--- src/rtl/mpc_qp_admm_vx_pkg.sv ---
// Shared types and constants for the ADMM vector stream reader.
// FSM state encoding, default geometry and skid depth.
package mpc_qp_admm_vx_pkg;

   localparam int DATA_WIDTH = 32;
   localparam int ADDR_WIDTH = 5;
   localparam int ADDR_RANGE = 24;
   localparam int SKID_DEPTH = 2;

   typedef logic [1:0] state_t;

   localparam state_t ST_IDLE  = 2'd0;
   localparam state_t ST_RUN   = 2'd1;
   localparam state_t ST_DRAIN = 2'd2;

endpackage

--- src/rtl/mpc_qp_admm_vx_skid.sv ---
// Two-entry skid FIFO between the RAM read port and the stream.
// Writer guarantees it never pushes into a full buffer.
module mpc_qp_admm_vx_skid
   import mpc_qp_admm_vx_pkg::*;
#(
   parameter int DataWidth = DATA_WIDTH
) (
   input  logic                 clk,
   input  logic                 reset,
   input  logic                 in_valid,
   input  logic [DataWidth-1:0] in_data,
   input  logic                 in_last,
   output logic                 out_valid,
   output logic [DataWidth-1:0] out_data,
   output logic                 out_last,
   input  logic                 out_ready,
   output logic [1:0]           count
);

   logic [DataWidth-1:0]  mem [SKID_DEPTH];
   logic [SKID_DEPTH-1:0] lst;
   logic                  wr;
   logic                  rd;
   logic                  pop;

   assign out_valid = (count != 2'd0);
   assign out_data  = mem[rd];
   assign out_last  = lst[rd] & out_valid;
   assign pop       = out_valid & out_ready;

   // Push/pop pointers and occupancy
   always_ff @(posedge clk) begin
      if (reset) begin
         for (int i = 0; i < SKID_DEPTH; i++) mem[i] <= '0;
         lst   <= '0;
         wr    <= 1'b0;
         rd    <= 1'b0;
         count <= 2'd0;
      end else begin
         if (in_valid) begin
            mem[wr] <= in_data;
            lst[wr] <= in_last;
            wr      <= ~wr;
         end
         if (pop) rd <= ~rd;
         count <= count + {1'b0, in_valid} - {1'b0, pop};
      end
   end

endmodule

--- src/rtl/mpc_qp_admm_vx_stream_reader.sv ---
// Streams a (strided, wrapping) vector out of a RAM read port.
// Optional MPC_QP_ADMM_VX_STRIDE_EN adds a stride input (else 1).
module mpc_qp_admm_vx_stream_reader
   import mpc_qp_admm_vx_pkg::*;
#(
   parameter int DataWidth    = DATA_WIDTH,
   parameter int AddressWidth = ADDR_WIDTH,
   parameter int AddressRange = ADDR_RANGE
) (
   input  logic                    clk,
   input  logic                    reset,
   input  logic                    start,
   input  logic [AddressWidth-1:0] base,
   input  logic [AddressWidth:0]   len,
`ifdef MPC_QP_ADMM_VX_STRIDE_EN
   input  logic [AddressWidth-1:0] stride,
`endif
   output logic                    busy,
   output logic                    done,
   output logic                    err,
   output logic [AddressWidth-1:0] address1,
   output logic                    ce1,
   input  logic [DataWidth-1:0]    q1,
   output logic [DataWidth-1:0]    m_data,
   output logic                    m_valid,
   input  logic                    m_ready,
   output logic                    m_last
);

   localparam logic [AddressWidth:0] RANGE =
      (AddressWidth+1)'(AddressRange);
   localparam logic [AddressWidth:0] ONE =
      (AddressWidth+1)'(1);

   state_t                  state;
   logic [AddressWidth-1:0] addr;
   logic [AddressWidth-1:0] stride_r;
   logic [AddressWidth-1:0] stride_in;
   logic [AddressWidth-1:0] nxt;
   logic [AddressWidth:0]   left;
   logic [AddressWidth:0]   sum;
   logic [AddressWidth:0]   wrap;
   logic                    rd_pend;
   logic                    rd_last;
   logic                    bad;
   logic                    pop;
   logic [1:0]              cnt;
   logic [2:0]              occ;

`ifdef MPC_QP_ADMM_VX_STRIDE_EN
   assign stride_in = stride;
`else
   assign stride_in = AddressWidth'(1);
`endif

   assign bad = ({1'b0, base} >= RANGE) || (len > RANGE)
             || ({1'b0, stride_in} >= RANGE);

   // Next element address, wrapped by one conditional subtract
   always_comb begin
      sum  = {1'b0, addr} + {1'b0, stride_r};
      wrap = sum - RANGE;
      nxt  = (sum >= RANGE) ? wrap[AddressWidth-1:0]
                            : sum[AddressWidth-1:0];
   end

   // Count the word leaving this cycle so a full pipe keeps flowing
   assign pop      = m_valid & m_ready;
   assign occ      = {2'b0, rd_pend} + {1'b0, cnt} - {2'b0, pop};
   assign ce1      = (state == ST_RUN) && (occ < 3'd2);
   assign busy     = (state != ST_IDLE);
   assign address1 = addr;

   // Control FSM: accept/reject start, issue reads, finish on last
   always_ff @(posedge clk) begin
      if (reset) begin
         state    <= ST_IDLE;
         addr     <= '0;
         stride_r <= '0;
         left     <= '0;
         done     <= 1'b0;
         err      <= 1'b0;
      end else begin
         done <= 1'b0;
         err  <= 1'b0;
         case (state)
            ST_IDLE: begin
               if (start) begin
                  if (bad) begin
                     err <= 1'b1;
                  end else if (len == '0) begin
                     done <= 1'b1;
                  end else begin
                     state    <= ST_RUN;
                     addr     <= base;
                     stride_r <= stride_in;
                     left     <= len;
                  end
               end
            end
            ST_RUN: begin
               if (ce1) begin
                  addr <= nxt;
                  left <= left - ONE;
                  if (left == ONE) state <= ST_DRAIN;
               end
            end
            ST_DRAIN: begin
               if (pop && m_last) begin
                  state <= ST_IDLE;
                  done  <= 1'b1;
               end
            end
            default: state <= ST_IDLE;
         endcase
      end
   end

   // Track the read in flight and whether it is the final element
   always_ff @(posedge clk) begin
      if (reset) begin
         rd_pend <= 1'b0;
         rd_last <= 1'b0;
      end else begin
         rd_pend <= ce1;
         rd_last <= ce1 && (left == ONE);
      end
   end

   mpc_qp_admm_vx_skid #(
      .DataWidth (DataWidth)
   ) u_skid (
      .clk       (clk),
      .reset     (reset),
      .in_valid  (rd_pend),
      .in_data   (q1),
      .in_last   (rd_last),
      .out_valid (m_valid),
      .out_data  (m_data),
      .out_last  (m_last),
      .out_ready (m_ready),
      .count     (cnt)
   );

endmodule

--- config.mk ---
export PLATFORM = sky130hd
export DESIGN_NAME = mpc_qp_admm_vx_stream_reader
export DESIGN_NICKNAME = d
export VERILOG_FILES = /design/src/rtl/mpc_qp_admm_vx_pkg.sv /design/src/rtl/mpc_qp_admm_vx_skid.sv /design/src/rtl/mpc_qp_admm_vx_stream_reader.sv
export SDC_FILE = /design/constraint.sdc
export NUM_CORES = 1
export LEC_CHECK = 0
export ABC_AREA = 1
export BUFFER_PORTS_ARGS = -buffer_cell sky130_fd_sc_hd__buf_2
export CAP_MARGIN = 20
export CORE_MARGIN = 3
export CORE_UTILIZATION = 45
export CTS_BUF_LIST = sky130_fd_sc_hd__clkbuf_8
export DETAILED_ROUTE_END_ITERATION = 6
export PLACE_DENSITY = 0.79
export SYNTH_ARGS = -nofsm -noshare
export SYNTH_HDL_FRONTEND = slang
export SYNTH_HIERARCHICAL = 1
export SYNTH_SLANG_ARGS = --single-unit
export TNS_END_PERCENT = 10
--- constraint.sdc ---
create_clock -name clk -period 3.2 [get_ports clk]
set_input_delay 0.32 -clock clk [delete_from_list [all_inputs] [get_ports clk]]
set_output_delay 0.32 -clock clk [all_outputs]
set_load 0.05 [all_outputs]
; After elaboration in Yosys (flattened, before gate mapping)
; Memory sizes are Yosys's and may differ from the RTL's. A register that Yosys moved wholly into a read port is not among the register bits.
; Index checks and enable logic that the tools add are counted.
[op_classes]
addsub = 7
n_lt_le_gt_ge = 7
eq_ne = 9
mux = 39
bitwise_logic = 8
reduce_logical = 15
[op_table]
columns = op, n
row1 = $mux 32, 1
row2 = $reduce_or 32->1, 1
row3 = $mux 5, 5
row4 = $mux 6, 4
row5 = $mux 1, 17
row6 = $mux 2, 6
row7 = $pmux 6 s2, 1
row8 = $ne 2x2->1 const B, 5
row9 = $pmux 5 s2, 1
row10 = $add 5x1->6, 1
row11 = $eq 6x1->1 const B, 1
row12 = $ge 6x5->1 const B, 1
row13 = $gt 6x5->1 const B, 1
row14 = $logic_not 6->1, 1
row15 = $not 1->1, 6
row16 = $pmux 2 s3, 1
row17 = $reduce_and 6->1, 1
row18 = $reduce_bool 2->1, 3
row19 = $sub 6x1->6 const B, 1
row20 = $ge 5x5->1 const B, 1
row21 = $reduce_and 5->1, 1
row22 = $sub 5x5->5 const B, 1
row23 = $logic_and 1x1->1, 4
row24 = $lt 1x2->1 const B, 2
row25 = other kinds (17), 18
[totals]
ff_bits = 24
ramBits = 64
input_bits = 47
out_inout_bits = 43
elab_cells = 98
memories = 1
[mem_list]
columns = name, depth, width, read_ports, rd_clocked_by_memory_dff, wr, line
row1 = u_skid.mem, 2, 32, 1, 1, 2, mpc_qp_admm_vx_skid.sv:20  ; logic [DataWidth-1:0] mem [SKID_DEPTH];

; Logic depth before layout (Yosys ltp)
[logic_depth]
depth_word = 7
depth_mapped = 17

; Modules after synthesis
; The synthesis kept the hierarchy.
[modules_own_cells]
columns = mod, n_inst, cells_each, area_per_inst_um2, seq_area_each_um2
row1 = mpc_qp_admm_vx_skid, 1, 252, 3067.9, 2062.0
row2 = mpc_qp_admm_vx_stream_reader, 1, 202, 1270.0, 360.3

; Worst setup path after synthesis
; No wires, ideal clock.
[synth_path]
kind = reg-to-reg
start = reg u_skid.count[1]
end = reg state[1]
arrival_time_ps = 3012
required_time_ps = 3136
path_slack_ps = 124
stages_incl_launch_ff = 16
path_cell_list = dfxtp_1 inv_1 nand2_1 nand2_1 inv_1 ha_1 inv_1 nand2_1 fa_1 nor2_1 o21ai_1 nor2_1 inv_1 nor2_1 nor2_1 nor2_1
[synth_via]
elab_chain_cells = 7
elab_cells_between_ends = 11
[synth_lines]
columns = item, line
row1 = "start, declared", mpc_qp_admm_vx_skid.sv:17  ; output logic [1:0] count
row2 = "start signal, assigned", mpc_qp_admm_vx_skid.sv:46  ; count <= count + {1'b0, in_valid} - {1'b0, pop};
row3 = $reduce_bool 2->1, mpc_qp_admm_vx_skid.sv:26  ; assign out_valid = (count != 2'd0);
row4 = net m_valid, mpc_qp_admm_vx_stream_reader.sv:25  ; output logic m_valid,
row5 = $and 1x1->1, mpc_qp_admm_vx_stream_reader.sv:68  ; assign pop = m_valid & m_ready;
row6 = $sub 3x1->3, mpc_qp_admm_vx_stream_reader.sv:69  ; assign occ = {2'b0, rd_pend} + {1'b0, cnt} - {2'b0, pop};
row7 = $lt 3x2->1, mpc_qp_admm_vx_stream_reader.sv:70  ; assign ce1 = (state == ST_RUN) && (occ < 3'd2);
row8 = $logic_and 1x1->1, mpc_qp_admm_vx_stream_reader.sv:70
row9 = net ce1, mpc_qp_admm_vx_stream_reader.sv:22  ; output logic ce1,
row10 = $ne 2x2->1 (no source line), -
row11 = $reduce_and 6->1 (no source line), -
row12 = "end signal, assigned", mpc_qp_admm_vx_stream_reader.sv:77  ; state <= ST_IDLE;
row13 = "end signal, assigned", mpc_qp_admm_vx_stream_reader.sv:94  ; state <= ST_RUN;
row14 = "end signal, assigned", mpc_qp_admm_vx_stream_reader.sv:105  ; if (left == ONE) state <= ST_DRAIN;
row15 = "end, declared", mpc_qp_admm_vx_stream_reader.sv:35  ; state_t state;
; The timed path passes the listed nets, and every way through them passes these cells.
; A chain may end at the register's enable or synchronous reset.

; Worst setup path in the final report
[layout_path]
start = reg u_skid.count[1]
end = out ce1
[layout_via]
elab_chain_cells = 5
elab_cells_between_ends = 6
[layout_lines]
columns = item, line
row1 = branches (longest 2 deep; another with $add 1x2->3), -
row2 = $sub 3x1->3 (*), mpc_qp_admm_vx_stream_reader.sv:69
row3 = $lt 3x2->1 (*), mpc_qp_admm_vx_stream_reader.sv:70
row4 = $logic_and 1x1->1 (*), mpc_qp_admm_vx_stream_reader.sv:70
row5 = "end, declared", mpc_qp_admm_vx_stream_reader.sv:22
; Mark *: on every way between the ends.

==> results.rst <==
.. list-table::
   :header-rows: 1

   * - Metric
     - Value
   * - Final #Nets
     - 597
   * - # setup viols final
     - 0
   * - Vias per cell
     - 4.76
   * - Floorplan Core Area
     - 0.00928 mm²
   * - Aggregate routed wire length
     - 8.37 mm
   * - TritonCTS buffer count
     - 9
   * - Final setup TNS
     - 0 ns
   * - Wire length of the first global-routing pass
     - 13.9 mm
   * - Cell Pwr Density
     - 824 mW/mm²
   * - Sequential fraction of the synthesis area
     - 0.558
   * - Fill count
     - 863
   * - Hold Path Class
     - primary input to flip-flop
   * - Peak ir drop on the vdd network
     - 0.000692 V
   * - Total Die Area
     - 0.0109 mm²
   * - Cell area after technology mapping
     - 0.00434 mm²
   * - Count of mapped cells out of synthesis
     - 454
   * - Area growth, synth to finish
     - 15.8%
   * - Global-route track usage on met2
     - 0.261
   * - CTS Hold Bufs
     - 0
   * - Tmin final
     - 2.87 ns
   * - Setup bufs post-CTS
     - 0
   * - Grt met1 use
     - 0.199
   * - Syn_nets
     - 509
   * - Deepest clock path buffer count
     - 2
   * - Remaining global-route overflow
     - 0
   * - I/O pins
     - 90
   * - Number of vias in the routed layout
     - 3215
   * - Crit share post-route
     - 0.898
   * - Starting Density
     - 0.467
   * - RSZ-0062 raised after global routing
     - false
   * - ANT cells
     - 0
   * - Async set or reset register ratio after synthesis
     - 0
   * - Total global routing track utilization
     - 0.156
   * - Horizontal extent of the die
     - 104 µm
   * - Most instantiated flip-flop cell in the synthesis netlist
     - sky130_fd_sc_hd__edfxtp_1
   * - Maximum number of pins on one net before global-route repair
     - 35
   * - Synthesized area divided by synthesized cell count
     - 9.55 µm²
   * - Antenna viol nets, final
     - 0
   * - First-iteration detailed-routing DRC count
     - 97
   * - Number of synthesized register bits
     - 89
   * - Setup Skew
     - 0.0137 ns
   * - Data required, critical path
     - 2.88 ns
   * - Gates resized, CTS repair
     - 0
   * - Number of levels the H-tree was split into
     - 3
   * - Antenna violations before repair
     - 0
   * - CTS Root Cell
     - sky130_fd_sc_hd__clkbuf_8
   * - Max-cap violations
     - 0
   * - Maximum fanout along the worst path
     - 7
   * - Run status
     - finished, final reports clean
   * - Clk pin slew, worst setup/hold paths
     - 0.10 ns
   * - Data arrival time of the critical path
     - 2.55 ns
   * - Drt pass-1 iters
     - 4
   * - Worst setup SP type
     - flip-flop
   * - Source-to-sink clock delay at the later pin of the worst-skew pair
     - 0.35 ns
   * - Kind of capture point of the worst setup path
     - primary output
   * - Busiest layer in global routing
     - met2
   * - Number of enable-type register cells in the synthesized netlist
     - 64
   * - Average routed wire per standard cell
     - 12.4 µm
   * - F_max
     - 348 MHz
   * - Yosys Warn Count
     - 6
   * - DRC viols
     - 0
   * - Worst max-slew margin expressed relative to the limit
     - 0.506
   * - Netlist cell types
     - 28
   * - Share of cells above drive strength 1
     - 0.283
   * - TritonCTS Sinks
     - 89
   * - GRT met3 Usage
     - 0.0397
   * - Setup CP Type
     - flip-flop to primary output
   * - Slew at the pin with the worst max-slew slack
     - 0.740 ns
   * - Cell Rows
     - 35
   * - TritonCTS clock tree
     - done
   * - Via count of the first global-routing pass
     - 3067
   * - Final Wtd Congestion
     - 0.822
   * - Number of hold violations in the final report
     - 0
   * - Utilization after layout
     - 0.541
   * - Leak pwr
     - 0.00243 µW
   * - Die boundary height
     - 104 µm
   * - Count of pins over their slew limit
     - 0
   * - IO Port Bufs
     - 89
   * - Total half-perimeter wirelength after legalization and detailed placement
     - 5.78 mm
==> layout make-up <==
class,count,area [µm²],area share
clock inverters,7,70.1,0.0139
flip-flops and latches,89,2420,0.482
repair buffers,92,468,0.0932
multi-input cells,279,1510,0.301
clock buffers,9,124,0.0247
inverters,71,267,0.0531
well taps,129,161,0.0321
==> sequential cells by signal, summed over array words and instances, names as in the netlist, named ones only <==
signal        cells
address1          5
done              1
err               1
left              6
rd_last           1
rd_pend           1
state             2
stride_r          1
u_skid/count      2
u_skid/lst        2
u_skid/mem       64
u_skid/rd         1
u_skid/wr         1
==> cells by family after synthesis <==
kind of cell             share of synthesized area
adder cells (fa/ha/maj)                     0.0248
AO/OA/AOI/OAI                               0.0225
flip-flops                                   0.558
buffers and inverters                       0.0932
XOR/XNOR                                   0.00404
multiplexers                                0.0831
AND/OR/NAND/NOR                              0.214
==> layout by cell type (no fill, tap or decap), types with 5 or more instances in the layout <==
cell and instances:
sky130_fd_sc_hd__nor2_1 120, sky130_fd_sc_hd__buf_2 89, sky130_fd_sc_hd__inv_1 67, sky130_fd_sc_hd__nand2_1 64
sky130_fd_sc_hd__edfxtp_1 64, sky130_fd_sc_hd__mux2_2 30, sky130_fd_sc_hd__dfxtp_1 25, sky130_fd_sc_hd__nand3_1 14
sky130_fd_sc_hd__clkbuf_8 9, sky130_fd_sc_hd__o21ai_0 7, sky130_fd_sc_hd__ha_1 7, sky130_fd_sc_hd__nand2_2 5
sky130_fd_sc_hd__a21oi_1 5, sky130_fd_sc_hd__nand4_1 5
==> stage by stage <==
stage	total power [µW]	cells	hold WS [ns]	instance area (µm²)	setup slack, ns
3_5_place_dp	3430	660	0.457	4830	0.713
5_1_grt	4420	676	0.263	5020	0.111
4_1_cts	4190	676	0.251	5020	0.298
6_report	4140	676	0.265	5020	0.326
3_3_place_gp	3380	660	0.449	4830	0.766
2_1_floorplan	3110	454	0.391	4340	0.124
==> routing by layer <==
layer	share of wire	wire [µm]
met4	0.011	91
met5	0	0
met1	0.45	3770
met2	0.48	4000
met3	0.061	507
==> synth_stat cells (2+ instances only) <==
| cell | count | area, µm² |
|---|---|---|
| sky130_fd_sc_hd__nand2_1 | 64 | 240 |
| sky130_fd_sc_hd__mux2_1 | 2 | 22.5 |
| sky130_fd_sc_hd__nand2_4 | 3 | 33.8 |
| sky130_fd_sc_hd__a31oi_1 | 2 | 12.5 |
| sky130_fd_sc_hd__buf_6 | 10 | 113 |
| sky130_fd_sc_hd__nor2_1 | 120 | 450 |
| sky130_fd_sc_hd__a21boi_0 | 2 | 15.0 |
| sky130_fd_sc_hd__edfxtp_1 | 64 | 1920 |
| sky130_fd_sc_hd__nor2_4 | 2 | 22.5 |
| sky130_fd_sc_hd__inv_2 | 4 | 15.0 |
| sky130_fd_sc_hd__o21ai_0 | 7 | 35.0 |
| sky130_fd_sc_hd__a21oi_1 | 5 | 25.0 |
| sky130_fd_sc_hd__nand4_1 | 5 | 31.3 |
| sky130_fd_sc_hd__nor3_1 | 3 | 15.0 |
| sky130_fd_sc_hd__nand2_2 | 5 | 31.3 |
| sky130_fd_sc_hd__dfxtp_1 | 25 | 500 |
| sky130_fd_sc_hd__inv_1 | 67 | 251 |
| sky130_fd_sc_hd__xor2_1 | 2 | 17.5 |
| sky130_fd_sc_hd__ha_1 | 7 | 87.6 |
| sky130_fd_sc_hd__o21ai_1 | 2 | 10.0 |
| sky130_fd_sc_hd__mux2_2 | 30 | 338 |
| sky130_fd_sc_hd__buf_2 | 4 | 20.0 |
| sky130_fd_sc_hd__nand3_1 | 14 | 70.1 |
==> path summary, 6_finish.rpt <==
| kind | end | depth (start not counted) | start | slack, ns |
|---|---|---|---|---|
| worst max-delay path | ce1 | 12 | u_skid/count[1] | 0.33 |
| worst min-delay path | u_skid/count[0] | 2 | reset | 0.26 |
| worst max register to register | left[4] | 16 | u_skid/count[1] | 0.71 |
| worst min register to register | u_skid/lst[1] | 2 | rd_last | 0.46 |
==> critical path, cell delays in order, from the launching register on <==
cell and delay, ns:
sky130_fd_sc_hd__dfxtp_1 0.47, sky130_fd_sc_hd__inv_1 0.06, sky130_fd_sc_hd__nand2_1 0.13, sky130_fd_sc_hd__nand2_1 0.07
sky130_fd_sc_hd__inv_1 0.05, sky130_fd_sc_hd__ha_1 0.21, sky130_fd_sc_hd__inv_1 0.05, sky130_fd_sc_hd__nand2_1 0.06
sky130_fd_sc_hd__fa_1 0.40, sky130_fd_sc_hd__nor2_1 0.11, sky130_fd_sc_hd__o21ai_1 0.12, sky130_fd_sc_hd__nor2_1 0.17
sky130_fd_sc_hd__buf_2 0.29
==> power breakdown <==
group	leakage [µW]	internal [µW]	switching, µW
Combinational	0.00147	523	1300
Sequential	0.000868	1440	125
Clock	0.0000973	307	441
Total	0.00243	2270	1870
No activity file was read; power rests on OpenSTA's default activity.
